==> config.mk <==
export PLATFORM = sky130hd
export DESIGN_NAME = if_prefetch_stage
export DESIGN_NICKNAME = d
export VERILOG_FILES = /design/src/rtl/if_prefetch_stage.sv
export SDC_FILE = /design/constraint.sdc
export NUM_CORES = 1
export LEC_CHECK = 0
export CAP_MARGIN = 20
export CORE_ASPECT_RATIO = 0.5
export CORE_UTILIZATION = 50
export CTS_BUF_LIST = sky130_fd_sc_hd__clkbuf_4
export CTS_CLUSTER_DIAMETER = 60
export CTS_CLUSTER_SIZE = 30
export DETAILED_ROUTE_END_ITERATION = 7
export DONT_BUFFER_PORTS = 1
export PLACE_DENSITY = 0.77
export SLEW_MARGIN = 20
export SYNTH_ARGS = -nofsm -noshare
export SYNTH_HDL_FRONTEND = slang
export SYNTH_SLANG_ARGS = --single-unit
==> constraint.sdc <==
create_clock -name clk -period 6.41 [get_ports clk]
set_input_delay 1.282 -clock clk [delete_from_list [all_inputs] [get_ports clk]]
set_output_delay 1.282 -clock clk [all_outputs]
set_load 0.005 [all_outputs]
==> src/rtl/if_prefetch_stage.sv <==
// if_prefetch_stage: prefetching IF stage with in-order instruction FIFO; define IF_ADEF_CHECK_EN to raise ADEF on misaligned PCs
module if_prefetch_stage #(
  parameter int          FIFO_DEPTH      = 4,
  parameter int          MAX_OUTSTANDING = 2,
  parameter logic [31:0] RESET_PC        = 32'h1C000000
) (
  input  logic        clk,
  input  logic        resetn,
  output logic        inst_sram_req,
  output logic [31:0] inst_sram_addr,
  input  logic        inst_sram_addr_ok,
  input  logic        inst_sram_data_ok,
  input  logic [31:0] inst_sram_rdata,
  input  logic        br_taken,
  input  logic [31:0] br_target,
  input  logic        ertn_flush,
  input  logic [31:0] ex_ra,
  input  logic        wb_ex,
  input  logic [31:0] ex_entry,
  input  logic        id_allowin,
  output logic        if_to_id_valid,
  output logic [31:0] if_to_id_pc,
  output logic [31:0] if_to_id_inst,
  output logic        if_to_id_ex,
  output logic [14:0] if_to_id_ex_code
);
  localparam int CW = $clog2(MAX_OUTSTANDING) + 1;
  localparam int FW = $clog2(FIFO_DEPTH);
  logic [31:0]           pc;
  logic [31:0]           tq [MAX_OUTSTANDING];
  logic [CW-1:0]         tags, discard;
  logic [31:0]           fpc [FIFO_DEPTH];
  logic [31:0]           finst [FIFO_DEPTH];
  logic [FIFO_DEPTH-1:0] fex;
  logic [FW-1:0]         rp, wp;
  logic [FW:0]           fcount;
  logic                  fetch_stall;
  logic                  redirect, acc, keep, push, pop, misaligned, adef, nonempty;
  logic [31:0]           target;
  assign redirect = wb_ex | ertn_flush | br_taken;
  assign target   = wb_ex ? ex_entry : ertn_flush ? ex_ra : br_target;
`ifdef IF_ADEF_CHECK_EN
  assign misaligned = |pc[1:0];
  assign adef = misaligned && !fetch_stall && !redirect && tags == '0 && discard == '0 &&
                int'(fcount) < FIFO_DEPTH;
`else
  assign misaligned = 1'b0;
  assign adef       = 1'b0;
`endif
  assign inst_sram_req = resetn && !redirect && !fetch_stall && !misaligned &&
                         int'(tags) + int'(discard) < MAX_OUTSTANDING &&
                         int'(fcount) + int'(tags) < FIFO_DEPTH;
  assign inst_sram_addr   = resetn ? pc : '0;
  assign acc              = inst_sram_req && inst_sram_addr_ok;
  assign keep             = inst_sram_data_ok && discard == '0 && !redirect;
  assign push             = keep || adef;
  assign nonempty         = fcount != '0;
  assign if_to_id_valid   = nonempty && !redirect;
  assign pop              = if_to_id_valid && id_allowin;
  assign if_to_id_pc      = nonempty ? fpc[rp] : '0;
  assign if_to_id_inst    = nonempty ? finst[rp] : '0;
  assign if_to_id_ex      = nonempty && fex[rp];
  assign if_to_id_ex_code = if_to_id_ex ? 15'h0008 : '0;
  always_ff @(posedge clk or negedge resetn) begin
    if (!resetn) begin
      pc          <= RESET_PC;
      tags        <= '0;
      discard     <= '0;
      fcount      <= '0;
      rp          <= '0;
      wp          <= '0;
      fetch_stall <= 1'b0;
    end else if (redirect) begin
      pc          <= target;
      tags        <= '0;
      discard     <= CW'(int'(tags) + int'(discard) - int'(inst_sram_data_ok));
      fcount      <= '0;
      rp          <= '0;
      wp          <= '0;
      fetch_stall <= 1'b0;
    end else begin
      if (acc) pc <= pc + 32'd4;
      tags <= tags + CW'(acc) - CW'(keep);
      if (inst_sram_data_ok && discard != '0) discard <= discard - CW'(1);
      fcount <= fcount + (FW+1)'(push) - (FW+1)'(pop);
      if (pop) rp <= rp + FW'(1);
      if (push) wp <= wp + FW'(1);
      if (adef) fetch_stall <= 1'b1;
    end
  end
  always_ff @(posedge clk) begin
    if (push) begin
      fpc[wp]   <= keep ? tq[0] : pc;
      finst[wp] <= keep ? inst_sram_rdata : '0;
      fex[wp]   <= adef;
    end
    for (int i = 0; i < MAX_OUTSTANDING; i++) begin
      if (keep) tq[i] <= tq[(i + 1) % MAX_OUTSTANDING];
      if (acc && i == int'(tags) - int'(keep)) tq[i] <= pc;
    end
  end
endmodule

; Yosys cells after proc, flatten, opt, wreduce, memory -nomap -nowiden
; Memories as Yosys holds them, arrays and structs flattened.
; Index checks and enable logic that the tools add are counted.
[op_classes]
n_lt_le_gt_ge = 5
mux = 30
shifts = 0
n_eq_ne = 1
addsub = 12
bitwise_logic = 6
div = 0
multipliers = 0
reduce_logical = 22
[op_table]
columns = operator, count
row1 = $mux 32, 11
row2 = $add 32x3->32 const B, 1
row3 = $logic_not 32->1, 1
row4 = $mux 2, 7
row5 = $logic_and 1x1->1, 13
row6 = $reduce_bool 2->1, 5
row7 = $mux 1, 8
row8 = $lt 2x3->1 const B, 2
row9 = $add 2x1->2 const B, 2
row10 = $add 3x2->4, 1
row11 = $and 4x4->4, 1
row12 = $lt 4x3->1 const B, 1
row13 = $mux 4, 1
row14 = $not 4->4, 1
row15 = $or 1x1->1, 4
row16 = $sub 2x1->2, 2
row17 = $add 2x2->3, 1
row18 = $add 3x1->3, 1
row19 = $eq 2x3->1 const A, 1
row20 = $lt 3x2->1 const B, 1
row21 = $mux 3, 1
row22 = $reduce_bool 3->1, 1
row23 = $sub 2x1->3, 1
row24 = $sub 3x1->3, 1
row25 = other kinds (7), 7
[word_totals]
n_memories = 3
word_cells = 86
inputBits = 136
latch_bits = 0
mem_bits_rw = 320
mem_bits_ro = 0
register_bits = 47
[mem_list]
columns = memory, words, word_bits, rd, rd_clocked_by_memory_dff, wr, line_no
row1 = finst, 4, 32, 1, 0, 1, 33  ; logic [31:0] finst [FIFO_DEPTH];
row2 = fpc, 4, 32, 1, 0, 1, 32  ; logic [31:0] fpc [FIFO_DEPTH];
row3 = tq, 2, 32, 2, 0, 2, 30  ; logic [31:0] tq [MAX_OUTSTANDING];

; Depth between registers and ports, before layout
[depth]
depth_word = 11
depth_mapped = 13
mapped_depth_nobuf = 11

; Least setup slack after synthesis
; No wires, ideal clock.
[synth_path]
path_type = input to register
from = input port br_taken
to = memory tq[1][0], enable pin
path_slack_ps = 1991
path_stages = 8
arrival_ps = 4045
n_path_buf = 3
setup_time_ps = 375
path_cell_list = buf_2 -> or3_1 -> nor2_1 -> clkbuf_1 -> ha_1 -> nor4b_4 -> buf_6 -> or2_2
[synth_lines]
columns = element, line_no
row1 = start: declaration, 14  ; input logic br_taken,
row2 = end: declaration, 30

; Final worst setup path
[layout_path]
from = register rp[0]
to = output port if_to_id_pc[14]
[layout_via]
elab_chain_len = 2
[layout_rtl]
columns = element, line_no
row1 = start: declaration, 35  ; logic [FW-1:0] rp, wp;
row2 = start signal: assignment, 86  ; if (pop) rp <= rp + FW'(1);
row3 = $mem_v2 4x32, n/a
row4 = $mux 32, 60  ; assign if_to_id_pc = nonempty ? fpc[rp] : '0;
row5 = end: declaration, 22  ; output logic [31:0] if_to_id_pc,
; Every way passes these cells.

==> flow_summary.json <==
{
  "grtUsageTotal_pct": 21.08,
  "final_common_cell": "edfxtp_1",
  "ir_drop_mv": 0.1541,
  "worstMarginPinSlew_ps": 1094,
  "syn_to_final_growth_pct": 3.145,
  "core_area_um2": 33170,
  "via_per_inst": 6.061,
  "path_max_fanout": 46,
  "power_density_nw_per_um2": 231.5,
  "antenna_found_initial": 3,
  "startpoint_type": "flip-flop",
  "cts.sinks": 367,
  "synth.top_cell.area_share_pct": 57.54,
  "fin_area_um2": 17440,
  "fin_skew_ps": 38.46,
  "dr.pass1.iters": 5,
  "synth_area_leaders": "edfxtp_1, mux4_2, dfrtp_1",
  "detailedPlace.worstSlack_ps": 2276,
  "ys_async_sr_fraction_pct": 11.72,
  "synth-edff-count": 324,
  "grt_overflow": 0,
  "drc": 0,
  "setup_ws_ps": 1925,
  "worst-endpoint-required_ps": 5130,
  "crit_arrival_ps": 3200,
  "drt-total-wl_um": 36650,
  "ys_warn_count": 0,
  "grt_first_pass_wirelength_um": 55320,
  "crit_type": "flip-flop to output port",
  "critical_path.max_stage_delay_ps": 1060,
  "tns_ps": 0,
  "rows": 47,
  "vias": 9212,
  "cts_buffers": 18,
  "finalCriticalPeriod_ps": 4485,
  "rsz0062_at_grt": "false",
  "clockBufferDepth": 3,
  "pin_count": 250,
  "drive_above_1_share_pct": 19.33,
  "maxSlewViolCount": 0,
  "chipWidth_um": 262.1,
  "die-area_um2": 34600,
  "cts_hold_buffers": 0,
  "cp-end-kind": "output port",
  "syn_avg_cell_area_um2": 15.11,
  "max_freq_ghz": 0.2230,
  "hp-class": "primary input to asynchronous set/reset pin",
  "relSlewSlack_pct": 27.06,
  "synth_cells": 1119,
  "clkLatencyLatePin_ps": 740,
  "final_util_pct": 52.58,
  "fin_crit_sh_pct": 69.97,
  "r2r_cells": 8,
  "synth_ff_type": "edfxtp_1",
  "post-cts-setup-buffers": 0,
  "leakage_nw": 5.730,
  "synth_area_um2": 16910,
  "io_buffer_count": 0,
  "die_y_um": 132.0,
  "gp_congestion": 0.8564,
  "start_util_pct": 50.98,
  "maxCapViolCount": 0,
  "dr.first_iter.drc_count": 904,
  "cts_tree": "yes",
  "outcome": "finished, final reports clean",
  "antenna_left": 0,
  "path_clk_slew_ps": 270,
  "nNetsFinal": 1222,
  "cts-root-buf": "clkbuf_4",
  "htreeDepth": 1,
  "cpMaxStageDelayCell": "dfrtp_4",
  "first_global_vias": 9353,
  "hold_viol_final": 0,
  "place_hpwl_um": 24060,
  "cts-resized-gates": 0,
  "routedWlPerCell_um": 24.11,
  "synth.distinct_cells": 63,
  "grt_max_degree": 86,
  "postPlaceCellArea_um2": 17140,
  "ys_seq_area_share_pct": 63.93,
  "finalSetupViolations": 0,
  "crit_chain": "buf_4, mux4_2, and2_1",
  "ys_ff_latch": 367,
  "yosys.area.top_type": "edfxtp_1",
  "mostFrequentLayoutCells": "edfxtp_1, and2_1, mux2_2, mux4_2, nand2_1"
}
sequential cells by signal (all words and copies together), names as in the netlist:
signal	count
discard	2
fcount	3
fex	4
finst	128
fpc	128
pc	32
rp	2
tags	2
tq	64
wp	2
through the flow:
step / power, W / instances / hold WS, ps
finish: 0.004038 / 1520 / 181.6
global route: 0.004165 / 1520 / 113.7
CTS: 0.004050 / 1517 / 139.0
detailed placement: 0.003109 / 1490 / 533.3
global placement: 0.003089 / 1490 / 532.0
floorplan: 0.003014 / 1132 / 491.5
cells in the mapped netlist, drive strengths merged, types with 11 or more instances:
master  instances
buf            44
nand4          12
mux2           87
inv            22
xnor2          11
and2          141
ha             15
a22oi          15
mux4           65
nor2           31
a21oi          21
o22ai          12
nand2          48
nand3          12
edfxtp        324
clkbuf         47
nor3           16
dfrtp          40
o21ai          45
cell type report:
| cell class | instances | area, um2 |
|---|---|---|
| clock inverters | 8 | 148.9 |
| diodes | 3 | 7.507 |
| clock buffers | 19 | 142.6 |
| multi-input cells | 652 | 5632 |
| fillers | 2662 | 15730 |
| inverters | 22 | 82.58 |
| repair buffers | 8 | 60.06 |
| well taps | 441 | 551.8 |
| flip-flops and latches | 367 | 10810 |
path summary, 6_finish.rpt:
path                            slack, ps           startpoint                   to
worst max-delay path                 1930    rp[0]$_DFFE_PN0P_      if_to_id_pc[14]
worst max register to register       2440    tags[0]$_DFF_PN0_   tq[0][6]$_DFFE_PP_
worst min register to register        560  tq[1][11]$_DFFE_PP_  tq[0][11]$_DFFE_PP_
max in group asynchronous            6020               resetn   pc[28]$_DFFE_PN1P_
worst min-delay path                  180               resetn   pc[25]$_DFFE_PN0P_
min in group clk                      560  tq[1][11]$_DFFE_PP_  tq[0][11]$_DFFE_PP_
critical path, delay by kind of cell (launching register included):
kind | cells | cell delay (ps)
simple gates | 1 | 200
mux | 1 | 590
buf+inv | 1 | 540
flops | 1 | 1060
metal layers:
| layer | vias to the layer above | part of all wire, % | wire (um) | track usage (%) |
|---|---|---|---|---|
| met2 | 315 | 48 | 17740 | 33.60 |
| met3 | 52 | 5.6 | 2069 | 3.018 |
| met1 | 4732 | 44 | 15990 | 30.45 |
| met5 | - | 0 | 0 | 0 |
| li1 | 4113 | - | - | - |
| met4 | 0 | 2.3 | 849 | 6.037 |
kinds of logic (layout without fill, tap and decap cells):
| group | count (synthesis) | after routing | share of synthesized area, % |
|---|---|---|---|
| buffers and inverters | 113 | 57 | 3.219 |
| xor gates and xnor gates | 14 | 14 | 0.7252 |
| other | 1 | 17 | 0.02218 |
| adders and majority gates | 17 | 17 | 1.347 |
| muxes | 158 | 158 | 14.81 |
| and+or+nand+nor | 306 | 306 | 10.52 |
| AOI/OAI and AO/OA | 143 | 143 | 5.432 |
| DFF | 367 | 367 | 63.93 |
report_power, final:
part / internal (W) / total, W / leakage (nW) / switching (W)
Sequential: 0.00267 / 0.00276 / 3.48 / 0.0000874
Combinational: 0.000123 / 0.000305 / 2.09 / 0.000182
Clock: 0.000256 / 0.000976 / 0.157 / 0.000720
Note: power is estimated with default switching activity, not from simulation.
